===== src/rtl/zrle_encoder.sv =====
// Zero-run-length encoder: packs zero/non-zero symbols of a word stream into
// DATA_W-bit znz words, padding and tagging the final word of each block.
module zrle_encoder #(
  parameter int DATA_W = 8,
  parameter int ZRUN_W = 4
) (
  input  logic              clk_i,
  input  logic              rst_ni,
  input  logic [DATA_W-1:0] data_i,
  input  logic              last_i,
  input  logic              vld_i,
  output logic              rdy_o,
  output logic [DATA_W-1:0] znz_o,
  output logic              znz_last_o,
  output logic              znz_vld_o,
  input  logic              znz_rdy_i
);

  localparam int ACC_W  = DATA_W + ZRUN_W + 1;
  localparam int FILL_W = $clog2(ACC_W + 1);
  localparam int SYM_W  = ZRUN_W + 2;
  localparam logic [FILL_W-1:0] FILL_DW  = FILL_W'(DATA_W);
  localparam logic [FILL_W-1:0] FILL_ACC = FILL_W'(ACC_W);

  typedef enum logic {S_RUN, S_FLUSH} state_e;

  state_e              state_q, state_d;
  logic                run_act_q, run_act_d;
  logic [ZRUN_W-1:0]   run_cnt_q, run_cnt_d;
  logic [ACC_W-1:0]    acc_q, acc_d;
  logic [FILL_W-1:0]   fill_q, fill_d;
  logic                rdy_q, rdy_d;
  logic [DATA_W-1:0]   znz_q, znz_d;
  logic                znz_last_q, znz_last_d;
  logic                znz_vld_q, znz_vld_d;

  logic                in_hs, out_hs;
  logic [ZRUN_W-1:0]   cnt_new;
  logic [SYM_W-1:0]    sym_bits;
  logic [FILL_W-1:0]   sym_len;
  logic [DATA_W-1:0]   pad_mask;

  assign in_hs  = vld_i & rdy_q;
  assign out_hs = znz_vld_q & znz_rdy_i;

  always_comb begin
    state_d   = state_q;
    run_act_d = run_act_q;
    run_cnt_d = run_cnt_q;
    acc_d     = acc_q;
    fill_d    = fill_q;
    cnt_new   = '0;
    sym_bits  = '0;
    sym_len   = '0;

    if (in_hs) begin
      if (|data_i) begin
        if (run_act_q) begin
          sym_bits = {1'b0, run_cnt_q, 1'b1};
          sym_len  = FILL_W'(SYM_W);
        end else begin
          sym_bits = SYM_W'(1);
          sym_len  = FILL_W'(1);
        end
        run_act_d = 1'b0;
      end else begin
        cnt_new   = run_act_q ? run_cnt_q + ZRUN_W'(1) : '0;
        run_cnt_d = cnt_new;
        // A full-length run or the end of the block closes the run right away.
        if ((&cnt_new) || last_i) begin
          sym_bits  = SYM_W'({1'b0, cnt_new});
          sym_len   = FILL_W'(ZRUN_W + 1);
          run_act_d = 1'b0;
        end else begin
          run_act_d = 1'b1;
        end
      end
      acc_d  = acc_q | ((ACC_W'(sym_bits) << (FILL_ACC - sym_len)) >> fill_q);
      fill_d = fill_q + sym_len;
      if (last_i) state_d = S_FLUSH;
    end else if (out_hs) begin
      acc_d  = acc_q << DATA_W;
      fill_d = (fill_q > FILL_DW) ? fill_q - FILL_DW : '0;
      if (znz_last_q) begin
        state_d   = S_RUN;
        fill_d    = '0;
        run_act_d = 1'b0;
        acc_d     = '0;
      end
    end

    // Outputs are precomputed from next state so they leave the block registered.
    pad_mask   = (fill_d >= FILL_DW) ? '1 : ~({DATA_W{1'b1}} >> fill_d);
    znz_d      = acc_d[ACC_W-1 -: DATA_W] & pad_mask;
    znz_vld_d  = (state_d == S_FLUSH) || (fill_d >= FILL_DW);
    znz_last_d = (state_d == S_FLUSH) && (fill_d <= FILL_DW);
    rdy_d      = (state_d == S_RUN) && (fill_d < FILL_DW);
  end

  always_ff @(posedge clk_i or negedge rst_ni) begin
    if (!rst_ni) begin
      state_q    <= S_RUN;
      run_act_q  <= 1'b0;
      run_cnt_q  <= '0;
      acc_q      <= '0;
      fill_q     <= '0;
      rdy_q      <= 1'b1;
      znz_q      <= '0;
      znz_last_q <= 1'b0;
      znz_vld_q  <= 1'b0;
    end else begin
      state_q    <= state_d;
      run_act_q  <= run_act_d;
      run_cnt_q  <= run_cnt_d;
      acc_q      <= acc_d;
      fill_q     <= fill_d;
      rdy_q      <= rdy_d;
      znz_q      <= znz_d;
      znz_last_q <= znz_last_d;
      znz_vld_q  <= znz_vld_d;
    end
  end

  assign rdy_o      = rdy_q;
  assign znz_o      = znz_q;
  assign znz_last_o = znz_last_q;
  assign znz_vld_o  = znz_vld_q;

endmodule


===== config.mk =====
export PLATFORM = sky130hd
export DESIGN_NAME = zrle_encoder
export DESIGN_NICKNAME = d
export VERILOG_FILES = /design/src/rtl/zrle_encoder.sv
export SDC_FILE = /design/constraint.sdc
export NUM_CORES = 1
export LEC_CHECK = 0
export ABC_CLOCK_PERIOD_IN_PS = 3700
export CORE_MARGIN = 8
export CORE_UTILIZATION = 56
export CTS_BUF_LIST = sky130_fd_sc_hd__clkbuf_16
export CTS_CLUSTER_SIZE = 10
export DETAILED_ROUTE_END_ITERATION = 7
export PLACE_DENSITY_LB_ADDON = 0.3
export RECOVER_POWER = 50
export SETUP_SLACK_MARGIN = 0.02
export SLEW_MARGIN = 0
export SYNTH_ARGS = -nofsm -noshare
export SYNTH_HDL_FRONTEND = slang
export SYNTH_SLANG_ARGS = --single-unit

===== constraint.sdc =====
create_clock -name clk_i -period 3.7 [get_ports clk_i]
set_input_delay 1.11 -clock clk_i [delete_from_list [all_inputs] [get_ports clk_i]]
set_output_delay 1.11 -clock clk_i [all_outputs]
set_load 0.02 [all_outputs]

# Word level (Yosys, flattened, before mapping)
# Cells that the tools add are included.
# word_totals
latch_bits	0
reg_bits	34
mem_count	0
word_cells	64
out_inout_bits	11
ramBits	0
inputBits	13
romBits	0
# classes
n_lt_le_gt_ge	4
n_eq_ne	0
multipliers	0
mux	26
div_mod_pow	0
shift	3
n_reduce_logical	10
addsub	4
n_bitwise	7
# ops
cell	n
2-to-1 mux 13 bit	3
2-to-1 mux 4 bit	8
OR 13 bit	1
<< shifter 6 x 4 -> 13 bit	1
right shift 13 x 4 -> 13 bit	1
2-to-1 mux 6 bit	2
2-to-1 mux 1 bit	9
bitwise AND 8 bit	1
2-to-1 mux 8 bit	1
inverter 8 bit	1
OR reduction 8 bit	1
right shift 8 x 4 -> 8 bit, first input constant	1
2-to-1 mux 3 bit	2
2-to-1 mux 5 bit	1
adder 4 x 1 -> 4 bit, second input constant	1
adder 4 bit	1
greater-or-equal comparator 4 bit, second input constant	1
greater-than comparator 4 bit, second input constant	1
less-or-equal comparator 4 bit, second input constant	1
< comparator 4 bit, second input constant	1
AND reduction 2 bit	2
AND reduction 4 bit	1
nonzero test 2 bit	2
subtractor 4 bit, first input constant	1
5 further kinds	9

# Logic depth before layout (Yosys ltp)
# Gate-level depths: netlist (run 1).
# logic_depth
depth_word	13
mapped_depth	13
mapped_depth_nobuf	13

# Worst setup path before layout (run 1)
# OpenSTA, ideal clock, no wires.
# synth_timing
path_kind	input port to flip-flop
start	input port data_i[1]
end	register znz_q[6], in the netlist znz_o[6]
n_path_buf	0
stages	12
required_time_ps	3576
arrival_ps	3493
setup_time_ps	124
setup_slack_ps	83
cell_sequence	nor4_1 -> nand2_2 -> nand2_1 -> inv_1 -> a21oi_1 -> ha_1 -> inv_1 -> fa_1 -> xnor2_1 -> a22oi_1 -> inv_1 -> o31a_1
# synth_between
elab_chain_len	9
word_cells_on_any_way	17
cone_classes	2 x add/sub; 1 x order compare; 3 x shift; 7 x mux; 3 x bitwise; 1 x reduce/logical
# synth_rtl
item	line	rtl
start, declared	9	input logic [DATA_W-1:0] data_i,
OR reduction 8 bit *	57	if (|data_i) begin
2-to-1 mux 4 bit *	57	
2-to-1 mux 4 bit *	56	if (in_hs) begin
adder 4 bit *	79	fill_d = fill_q + sym_len;
2-to-1 mux 4 bit *	56	
named net fill_d[2]	31	logic [FILL_W-1:0] fill_q, fill_d;
right shift 8 x 4 -> 8 bit	93	pad_mask = (fill_d >= FILL_DW) ? '1 : ~({DATA_W{1'b1}} >> fill_d);
inverter 8 bit	93	
2-to-1 mux 8 bit *	93	
bitwise AND 8 bit *	94	znz_d = acc_d[ACC_W-1 -: DATA_W] & pad_mask;
named net znz_d[6]	33	logic [DATA_W-1:0] znz_q, znz_d;
end signal, assigned	118	znz_q <= znz_d;
end, declared	33	
# The timed path passes the listed nets; every way through them passes the cells marked *. The select of a mux whose other input is x is not followed.
# A chain may end at the register's enable or synchronous reset.

# Worst setup path after layout (run 1)
# layout_timing
start	input port data_i[2]
end	register znz_q[3], in the netlist znz_o[3]
# layout_between
elab_chain_len	9
word_cells_on_any_way	17
cone_classes	2 x add/sub; 1 x order compare; 3 x shift; 7 x mux; 3 x bitwise; 1 x reduce/logical
# layout_rtl
item	line
OR reduction 8 bit *	57
2-to-1 mux 4 bit	57
2-to-1 mux 4 bit	56
subtractor 4 bit or adder 4 bit (tied branches)	78, 79
<< shifter 6 x 4 -> 13 bit or 2-to-1 mux 4 bit (tied branches)	78, 56
right shift 13 x 4 -> 13 bit or right shift 8 x 4 -> 8 bit (tied branches)	78, 93
OR 13 bit or inverter 8 bit (tied branches)	78, 93
2-to-1 mux 13 bit or 2-to-1 mux 8 bit (tied branches)	56, 93
bitwise AND 8 bit *	94
named net znz_d[3]	33
# Marks and branches as above.

==> results of run 1 <==
[through the flow]
step | utilization | std cells | setup slack, ps | hold slack, ps
2_1_floorplan | - | 225 | 83.3 | 445
3_3_place_gp | 0.679 | 304 | -164 | 468
3_5_place_dp | 0.679 | 304 | -242 | 478
4_1_cts | 0.717 | 312 | 38.1 | 490
5_1_grt | 0.743 | 316 | -140 | 516
6_report | 0.743 | 316 | 27.9 | 485
[logic make-up (layout without fill, tap and decap cells)]
logic type	Yosys count	in the layout	share of synthesized area
simple gates	88	88	0.226
compound gates	70	70	0.247
flops	34	34	0.416
buf+inv	21	64	0.0428
fa+ha+maj	5	5	0.0342
mux	4	4	0.0208
xor+xnor	3	3	0.0128
[sequential cells by signal, indices dropped and copies added, names as in the netlist]
name / count
acc_q: 13
znz_o: 8
fill_q: 4
run_cnt_q: 4
rdy_o: 1
run_act_q: 1
state_q: 1
znz_last_o: 1
znz_vld_o: 1
[final timing paths]
path | end | slack, ps | cells after the start
setup / recovery | znz_o[3] | 30 | 14
hold / removal | acc_q[9] | 480 | 2
setup reg to reg | znz_o[3] | 720 | 10
hold reg to reg | acc_q[9] | 480 | 2
max in group asynchronous | acc_q[10] | 800 | 2
min in group asynchronous | run_cnt_q[2] | 1850 | 2
[cells in the mapped netlist (all sizes together) (3+ instances only)]
cell type,n,share of area
dfrtp,33,0.40
nand2,28,0.053
o21ai,17,0.043
nor2,15,0.030
inv,10,0.018
a21oi,9,0.022
clkbuf,9,0.016
nand3,8,0.020
nor3b,7,0.026
nand2b,5,0.015
a21boi,4,0.015
a31oi,4,0.012
ha,4,0.024
nor3,4,0.0098
nor4,4,0.012
a211oi,3,0.013
a32oi,3,0.013
nand4,3,0.0092
nor2b,3,0.0092
o2111ai,3,0.013
o21a,3,0.011
o221ai,3,0.013
or3,3,0.0092
or4,3,0.015
[power groups by stage]
stage | logic, W | registers (W) | clock network (W)
after detailed placement | 0.000519 | 0.000559 | 0
after global placement | 0.000505 | 0.000556 | 0
after floorplan | 0.000342 | 0.000540 | 0
after CTS | 0.000525 | 0.000553 | 0.000397
after global routing | 0.000633 | 0.000571 | 0.000411
final | 0.000585 | 0.000557 | 0.000393
[final cells by class]
type                            instances  share of cell area
Clock inverter                          3             0.00424
Multi-Input combinational cell        170               0.436
Tap cell                               48              0.0226
Clock buffer                            5              0.0471
Inverter                               10              0.0141
Timing Repair Buffer                   46               0.155
Sequential cell                        34               0.321
[worst max-delay path, cell delays in order]
cell             delay, ps
clkdlybuf4s50_1        460
nor4_2                 350
buf_4                  180
nand2_2                 60
nand2_2                 90
inv_1                   50
a21oi_1                120
ha_2                   210
inv_1                   60
fa_2                   550
a21oi_1                120
a21oi_2                230
nor2_1                  70
o21a_1                 180
[what timing repair did]
action,in CTS,in global routing
gates resized for setup,0,20
endpoints found under the setup margin,0,9
setup buffers,0,3
[layout by cell type, fill, tap and decap left out, drive strengths merged, types with 2 or more instances in the layout]
cell	instances
a21oi	9
ha	4
nand3	8
o21a	3
nand4	3
nand2	28
nor4	4
and2	2
a21o	2
buf	21
a221o	2
nor3b	7
a21boi	4
o22ai	2
mux2	2
o21ai	17
a32oi	3
nor2	15
nand2b	5
o2111ai	3
nor3	4
a31oi	4
nor2b	3
clkdlybuf4s50	14
a2111o	2
mux2i	2
dlygate4sd3	5
xor2	2
o221ai	3
or4	3
or3	3
dlymetal6s2s	4
o31a	2
a211o	2
dfrtp	33
inv	12
clkbuf	6
a211oi	3
[routing by layer]
layer	vias up	wire [um]	global-route usage
met3	10	341	0.0495
met4	0	112	0.0788
li1	922	-	-
met2	83	2820	0.299
met5	-	0	0
met1	951	2440	0.234
==> reports/results.ini, run 1 <==
[routing]
drtIter0Drc=261
via_per_inst=6.22
wl_per_cell_um=18.1
first_pass_iters=4
drt-total-wl_um=5720
route.detailed.drc=0
vias=1966
ant_nets=0

[setup_path]
r2r-start=run_cnt_q[0]
worstPathRequired_ps=3860
cp_max_fo=3
crit_start=data_i[2]
start_kind=primary input
cp.arrival_ps=3840
crit_type=primary input to flip-flop
setup.worst_path.end_class=flip-flop

[clocking]
cts_sinks=34
cts_tree=built
clockRootBuffer=clkbuf_16
clock_latency_ps=280
cts_made_buffers=5
cts_buffer_depth=2
cts_max_level=2
clkTransAtPathRegs_ps=50
cts_hold_buf=0

[global_routing]
grt_pass1_vias=1934
grt-ovfl-total=0
antenna_found_initial=0
grt_max_degree=35
grt_pass1_wl_um=9090
track_usage=0.188

[place]
hpwlAfterDp_um=3840
io_buffers=23
placed_cell_area_um2=2430
globalplace.congestion=0.859

[synth]
ys_seq_area_frac=0.416
synth_area_per_cell_um2=9.10
ys_types=58
ys_ff_latch=34
synthCells=225
synth-async-reset-ratio=1.00
ys.warnings.count=0
syn_area_um2=2050
ys_dominant_reg_cell=dfrtp_1
syn-num-nets=243
synth_edf_count=0

[timing]
final_max_slew_viol_count=35
setup_viol=0
hold_viol=0
relSlewSlack=-0.206
finClkSkew_ps=6.62
setup-tns-final_ps=0
post-route-period-util=0.992
period_needed_ps=3670
timing.fmax_ghz=0.272
worst_pin_slew_ps=1810

[power]
combPwrFrac=0.381
p_int_w=0.000942
power_frac_clock=0.256
p_total_w=0.00154
p_sw_frac=0.386
switchingPower_w=0.000593
p_leak_nw=1.17
worst_ir_drop_vdd_mv=0.535
powerDensity_nw_per_um2=578
seqPwrFrac=0.363

[hold_path]
min_from=acc_q[9]
hold_path_class=flip-flop to flip-flop

[finish]
multiInputGateArea_um2=1160
fin_nets=285
diodes=0
fillers=269
area_growth_pct=29.7
final_area_um2=2660
register_area_um2=852
drive_above_1_share=0.198

[die]
num_rows=22
die_y_um=76.5
io_pins=24
die_w_um=76.5
start_util=0.572
die-area_um2=5850
core_um2=3580

[status]
violations=capacitance limit, slew limit
status=finished with violations

[run]
maxCapViolCount=1

(Power assumes the default switching activity.)
==> inputs of run 2 (changes only) <==
ABC_CLOCK_PERIOD_IN_PS = 4550   (was 3700)
CORE_UTILIZATION = 60   (was 56)
clock period = 4.55 ns   (was 3.7 ns; I/O delays follow)
==> reports/results.ini, run 2 (synthesis gave the netlist of run 1 again) <==
[status]
status=finished with violations
violations=capacitance limit, slew limit

[routing]
via_per_inst=6.39  ; +2.6%
drt-total-wl_um=5180  ; -9.5%
route.detailed.drc=0  ; unchanged
wl_per_cell_um=17.5  ; -3.4%
first_pass_iters=5  ; +1
drtIter0Drc=181  ; -31%
vias=1890  ; -3.9%
ant_nets=0  ; unchanged

[global_routing]
grtUsageMet2=0.327  ; +0.0281
met1_usage=0.253  ; +0.0186
top_usage_layer=met2
grt_pass1_wl_um=8650  ; -4.9%
grt_max_degree=35  ; unchanged
antenna_found_initial=0  ; unchanged
grt_pass1_vias=1801  ; -6.9%
grt-ovfl-total=0  ; unchanged
track_usage=0.204  ; +0.0157
grt_use_met3=0.0526  ; +0.00303

[timing]
fin_ws_ps=408  ; +381 ps
hold_viol=0  ; unchanged
setup_viol=0  ; unchanged
finClkSkew_ps=2.70  ; -3.92 ps
setup-tns-final_ps=0  ; unchanged
final_max_slew_viol_count=35  ; unchanged
worst_pin_slew_ps=1820  ; +13.6 ps
grt_setup_unrepaired=no
post-route-period-util=0.910
relSlewSlack=-0.216  ; -0.00907
timing.fmax_ghz=0.241
period_needed_ps=4140

[setup_path]
setup.worst_path.end_class=flip-flop
r2r-start=run_cnt_q[0]
cp.arrival_ps=4290  ; +450 ps
ff2ff_path_depth=12  ; +2
reg2reg_to=znz_o[5]
cp_max_fo=10  ; +7
start_kind=primary input
worstPathRequired_ps=4690  ; +830 ps
r2r_setup_slack_ps=1280  ; +560 ps
crit_type=primary input to flip-flop

[finish]
multiInputGateArea_um2=1110  ; -4.3%
layout_commonest_cell=dfrtp_1
fin_nets=267  ; -6.3%
register_area_um2=852  ; unchanged
final_area_um2=2460  ; -7.3%
diodes=0  ; unchanged
final_cell_mix=dfrtp_1 (33), nand2_1 (27), clkdlybuf4s50_1 (18)
fillers=267  ; -0.74%
largest_register_ffs=13  ; unchanged
drive_above_1_share=0.0920  ; -0.106
area_growth_pct=20.2
regMostFlops=acc_q

[power]
worst_ir_drop_vdd_mv=0.461  ; -14%
p_leak_nw=1.05  ; -10%
powerDensity_nw_per_um2=483  ; -16%

[clocking]
cts_buffer_depth=2  ; unchanged
cts_tree=built
cts_made_buffers=5  ; unchanged
clockRootBuffer=clkbuf_16
post_cts_buffers=0  ; unchanged
cts_hold_buf=0  ; unchanged
cts_max_level=2  ; unchanged
cts_sinks=34  ; unchanged
clkTransAtPathRegs_ps=50  ; about the same
clock_latency_ps=280  ; about the same
ctsResizeCount=0  ; unchanged

[run]
maxCapViolCount=1  ; unchanged

[hold_path]
min_from=acc_q[1]
min_to=acc_q[1]
hold_path_class=flip-flop to flip-flop
whs_path_depth=2  ; unchanged

[die]
core_um2=3310  ; -7.5%
io_pins=24  ; unchanged
num_rows=21  ; -4.5%
start_util=0.619  ; +0.0463
die-area_um2=5540  ; -5.3%
die_w_um=74.4  ; -2.7%
die_y_um=74.4  ; -2.7%

[place]
pre_cts_ws_ps=117  ; +358 ps
hpwlAfterDp_um=3670  ; -4.5%
globalplace.congestion=0.897  ; +4.4%
placed_cell_area_um2=2320  ; -4.4%
io_buffers=23  ; unchanged

[run 2: cell type report]
type	count	share of cell area
sequential	34	0.346
tap	46	0.0234
timing repair buffer	28	0.107
clock inverter	3	0.00711
clock buffer	5	0.0508
multi-input combinational	170	0.450
inverter	10	0.0152
[run 2: metrics by stage]
| step | utilization | hold slack [ps] | instances | power, W |
|---|---|---|---|---|
| floorplan | - | 445 | 225 | 0.000717 |
| global placement | 0.702 | 462 | 288 | 0.000849 |
| detailed placement | 0.702 | 471 | 288 | 0.000859 |
| CTS | 0.745 | 485 | 296 | 0.00119 |
| global route | 0.744 | 512 | 296 | 0.00126 |
| finish | 0.744 | 481 | 296 | 0.00119 |
[run 2: worst max path at each step]
stage | endpoint | slack, ps | from | depth (start not counted)
2_1_floorplan | znz_o[6] | 680 | data_i[1] | 12
3_3_place_gp | znz_o[7] | 280 | data_i[5] | 15
3_5_place_dp | znz_o[5] | 120 | data_i[5] | 15
4_1_cts | znz_o[5] | 410 | data_i[1] | 15
5_1_grt | znz_o[5] | 90 | data_i[1] | 15
6_report | znz_o[5] | 410 | data_i[5] | 15
[run 2: critical path: stages]
cell and delay, ps:
clkdlybuf4s50_1 410, nor4_1 280, buf_4 180, nand2_2 130, nand2_1 150, inv_1 70
a21oi_1 130, ha_1 200, inv_1 60, fa_1 370, xnor2_1 140, a22oi_1 290
inv_1 150, nor2_1 210, a21boi_0 140
[run 2: power breakdown]
part	leakage, nW	switching, W	total (W)	internal, W
clock	0.0750	0.000127	0.000327	0.000200
combinational	0.518	0.000249	0.000410	0.000161
sequential	0.456	0.0000815	0.000452	0.000371
[run 2: metal layers]
metal	vias to the layer above	part of all wire	wire (um)
met5	-	0	0
met2	74	0.48	2490
li1	891	-	-
met3	13	0.062	322
met1	912	0.44	2270
met4	0	0.018	95
==> inputs of run 3 (changes only) <==
CORE_ASPECT_RATIO = 0.6   (was unset)
==> reports/results.ini, run 3 (synthesis gave the netlist of run 1 again) <==
[timing]
post-route-period-util=0.951  ; +0.0408
period_needed_ps=4330  ; +185 ps
timing.fmax_ghz=0.231  ; -4.3%
setup_viol=0  ; unchanged
setup-tns-final_ps=0  ; unchanged
relSlewSlack=-0.201  ; +0.0150
grt_setup_unrepaired=no
finClkSkew_ps=3.35  ; +0.644 ps
worst_pin_slew_ps=1800  ; -22.4 ps
final_max_slew_viol_count=35  ; unchanged
hold_viol=0  ; unchanged

[run]
maxCapViolCount=1  ; unchanged

[routing]
vias=1962  ; +3.8%
wl_per_cell_um=19.1  ; +9.3%
first_pass_iters=6  ; +1
drtIter0Drc=295  ; +63%
ant_nets=0  ; unchanged
route.detailed.drc=0  ; unchanged
via_per_inst=6.61  ; +3.5%
drt-total-wl_um=5680  ; +9.7%

[finish]
utilization=0.766  ; +0.0227
diodes=0  ; unchanged
fin_nets=269  ; +0.75%
regMostFlops=acc_q
drive_above_1_share=0.107  ; +0.0151
area_growth_pct=22.1
layout_commonest_cell=dfrtp_1
final_area_um2=2500  ; +1.6%
largest_register_ffs=13  ; unchanged
final_cell_mix=dfrtp_1 (33), nand2_1 (27), clkdlybuf4s50_1 (18)

[clocking]
cts_tree=built
ctsResizeCount=0  ; unchanged
cts_buffer_depth=2  ; unchanged
clkTransAtPathRegs_ps=60  ; about the same
cts_hold_buf=0  ; unchanged
cts_max_level=2  ; unchanged
clockRootBuffer=clkbuf_16
cts_sinks=34  ; unchanged
post_cts_buffers=0  ; unchanged
cts_made_buffers=5  ; unchanged
clock_latency_ps=280  ; about the same

[die]
core_um2=3260  ; -1.4%
die-area_um2=5600  ; +1.1%
start_util=0.628  ; +0.00901
die_y_um=61.3  ; -18%
die_w_um=91.4  ; +23%
io_pins=24  ; unchanged
num_rows=16  ; -24%

[global_routing]
antenna_found_initial=0  ; unchanged
grt-ovfl-total=0  ; unchanged
grt_pass1_vias=1803  ; +0.11%
track_usage=0.213  ; +0.00902
grt_max_degree=35  ; unchanged
grt_pass1_wl_um=9240  ; +6.8%

[setup_path]
start_kind=primary input
cp.arrival_ps=4540  ; +250 ps
slowest_delay_ps=700  ; +290 ps
path_delay_family=simple AND/OR/NAND/NOR gates
cp_max_fo=7  ; -3
cp_cell_sequence=clkdlybuf4s50_1 -> or4_1 -> a2111o_1 -> a21boi_0 -> ha_1 -> nor2_1 -> nor3_1 -> mux2i_1 -> buf_4 -> a21o_1 -> o31a_1
worstPathRequired_ps=4770  ; +80 ps
path_buf_inv=2  ; -3
crit_type=primary input to flip-flop
setup.worst_path.end_class=flip-flop
r2r_setup_slack_ps=1180  ; -100 ps
crit_path_top_delay_cell=or4_1

[place]
io_buffers=23  ; unchanged
globalplace.congestion=0.968  ; +8.0%
hpwlAfterDp_um=3950  ; +7.8%
placed_cell_area_um2=2340  ; +0.59%

[power]
p_leak_nw=1.07  ; +1.8%
worst_ir_drop_vdd_mv=0.396  ; -14%
powerDensity_nw_per_um2=505  ; +4.6%

[hold_path]
hold_path_class=flip-flop to flip-flop

[status]
violations=capacitance limit, slew limit
status=finished with violations

run 3: worst reg2reg max path, cell delays in order, from the launching register on:
cell and delay [ps]:
dfrtp_1 480, ha_1 380, and4b_1 250, a21oi_1 590, a21oi_1 170, ha_1 220
inv_1 70, fa_1 180, xnor2_1 70, a22oi_1 290, inv_1 160, nor2_2 240
a21boi_0 140
run 3: path summary, 6_finish.rpt:
path,startpoint,end,cells after the start
max,data_i[1],znz_o[2],11
min,acc_q[0],acc_q[0],2
max reg2reg,run_cnt_q[0],znz_o[7],12
min reg2reg,acc_q[0],acc_q[0],2
max in group asynchronous,rst_ni,run_cnt_q[2],2
min in group asynchronous,rst_ni,run_cnt_q[1],2
run 3: cell type report:
| type | instances | area (um2) |
|---|---|---|
| Inverter | 10 | 37.5 |
| Clock inverter | 3 | 40.0 |
| Fill cell | 221 | 762 |
| Sequential cell | 34 | 852 |
| Clock buffer | 5 | 125 |
| Timing Repair Buffer | 30 | 279 |
| Tap cell | 45 | 56.3 |
| Multi-Input combinational cell | 170 | 1110 |
run 3: per-layer routing:
metal / GRT usage / up-vias / wire, um / part of all wire
met1: 0.293 / 913 / 2480 / 0.44
met4: 0.0739 / 0 / 128 / 0.023
li1: - / 901 / - / -
met2: 0.314 / 127 / 2380 / 0.42
met5: 0 / - / 0 / 0
met3: 0.0596 / 21 / 687 / 0.12
run 3: where the power goes:
group | leakage, nW | internal (W) | switching, W
Clock | 0.0836 | 0.000256 | 0.000125
Sequential | 0.456 | 0.000371 | 0.0000823
Combinational | 0.528 | 0.000162 | 0.000267
run 3: metrics by stage:
step | hold WS [ps] | std cells | setup slack (ps) | power (W)
final | 496 | 297 | 223 | 0.00126
after global routing | 503 | 297 | 44.1 | 0.00132
after CTS | 491 | 297 | 298 | 0.00125
after detailed placement | 474 | 289 | 91.8 | 0.000860
after global placement | 467 | 289 | 117 | 0.000852
after floorplan | 445 | 225 | 678 | 0.000717
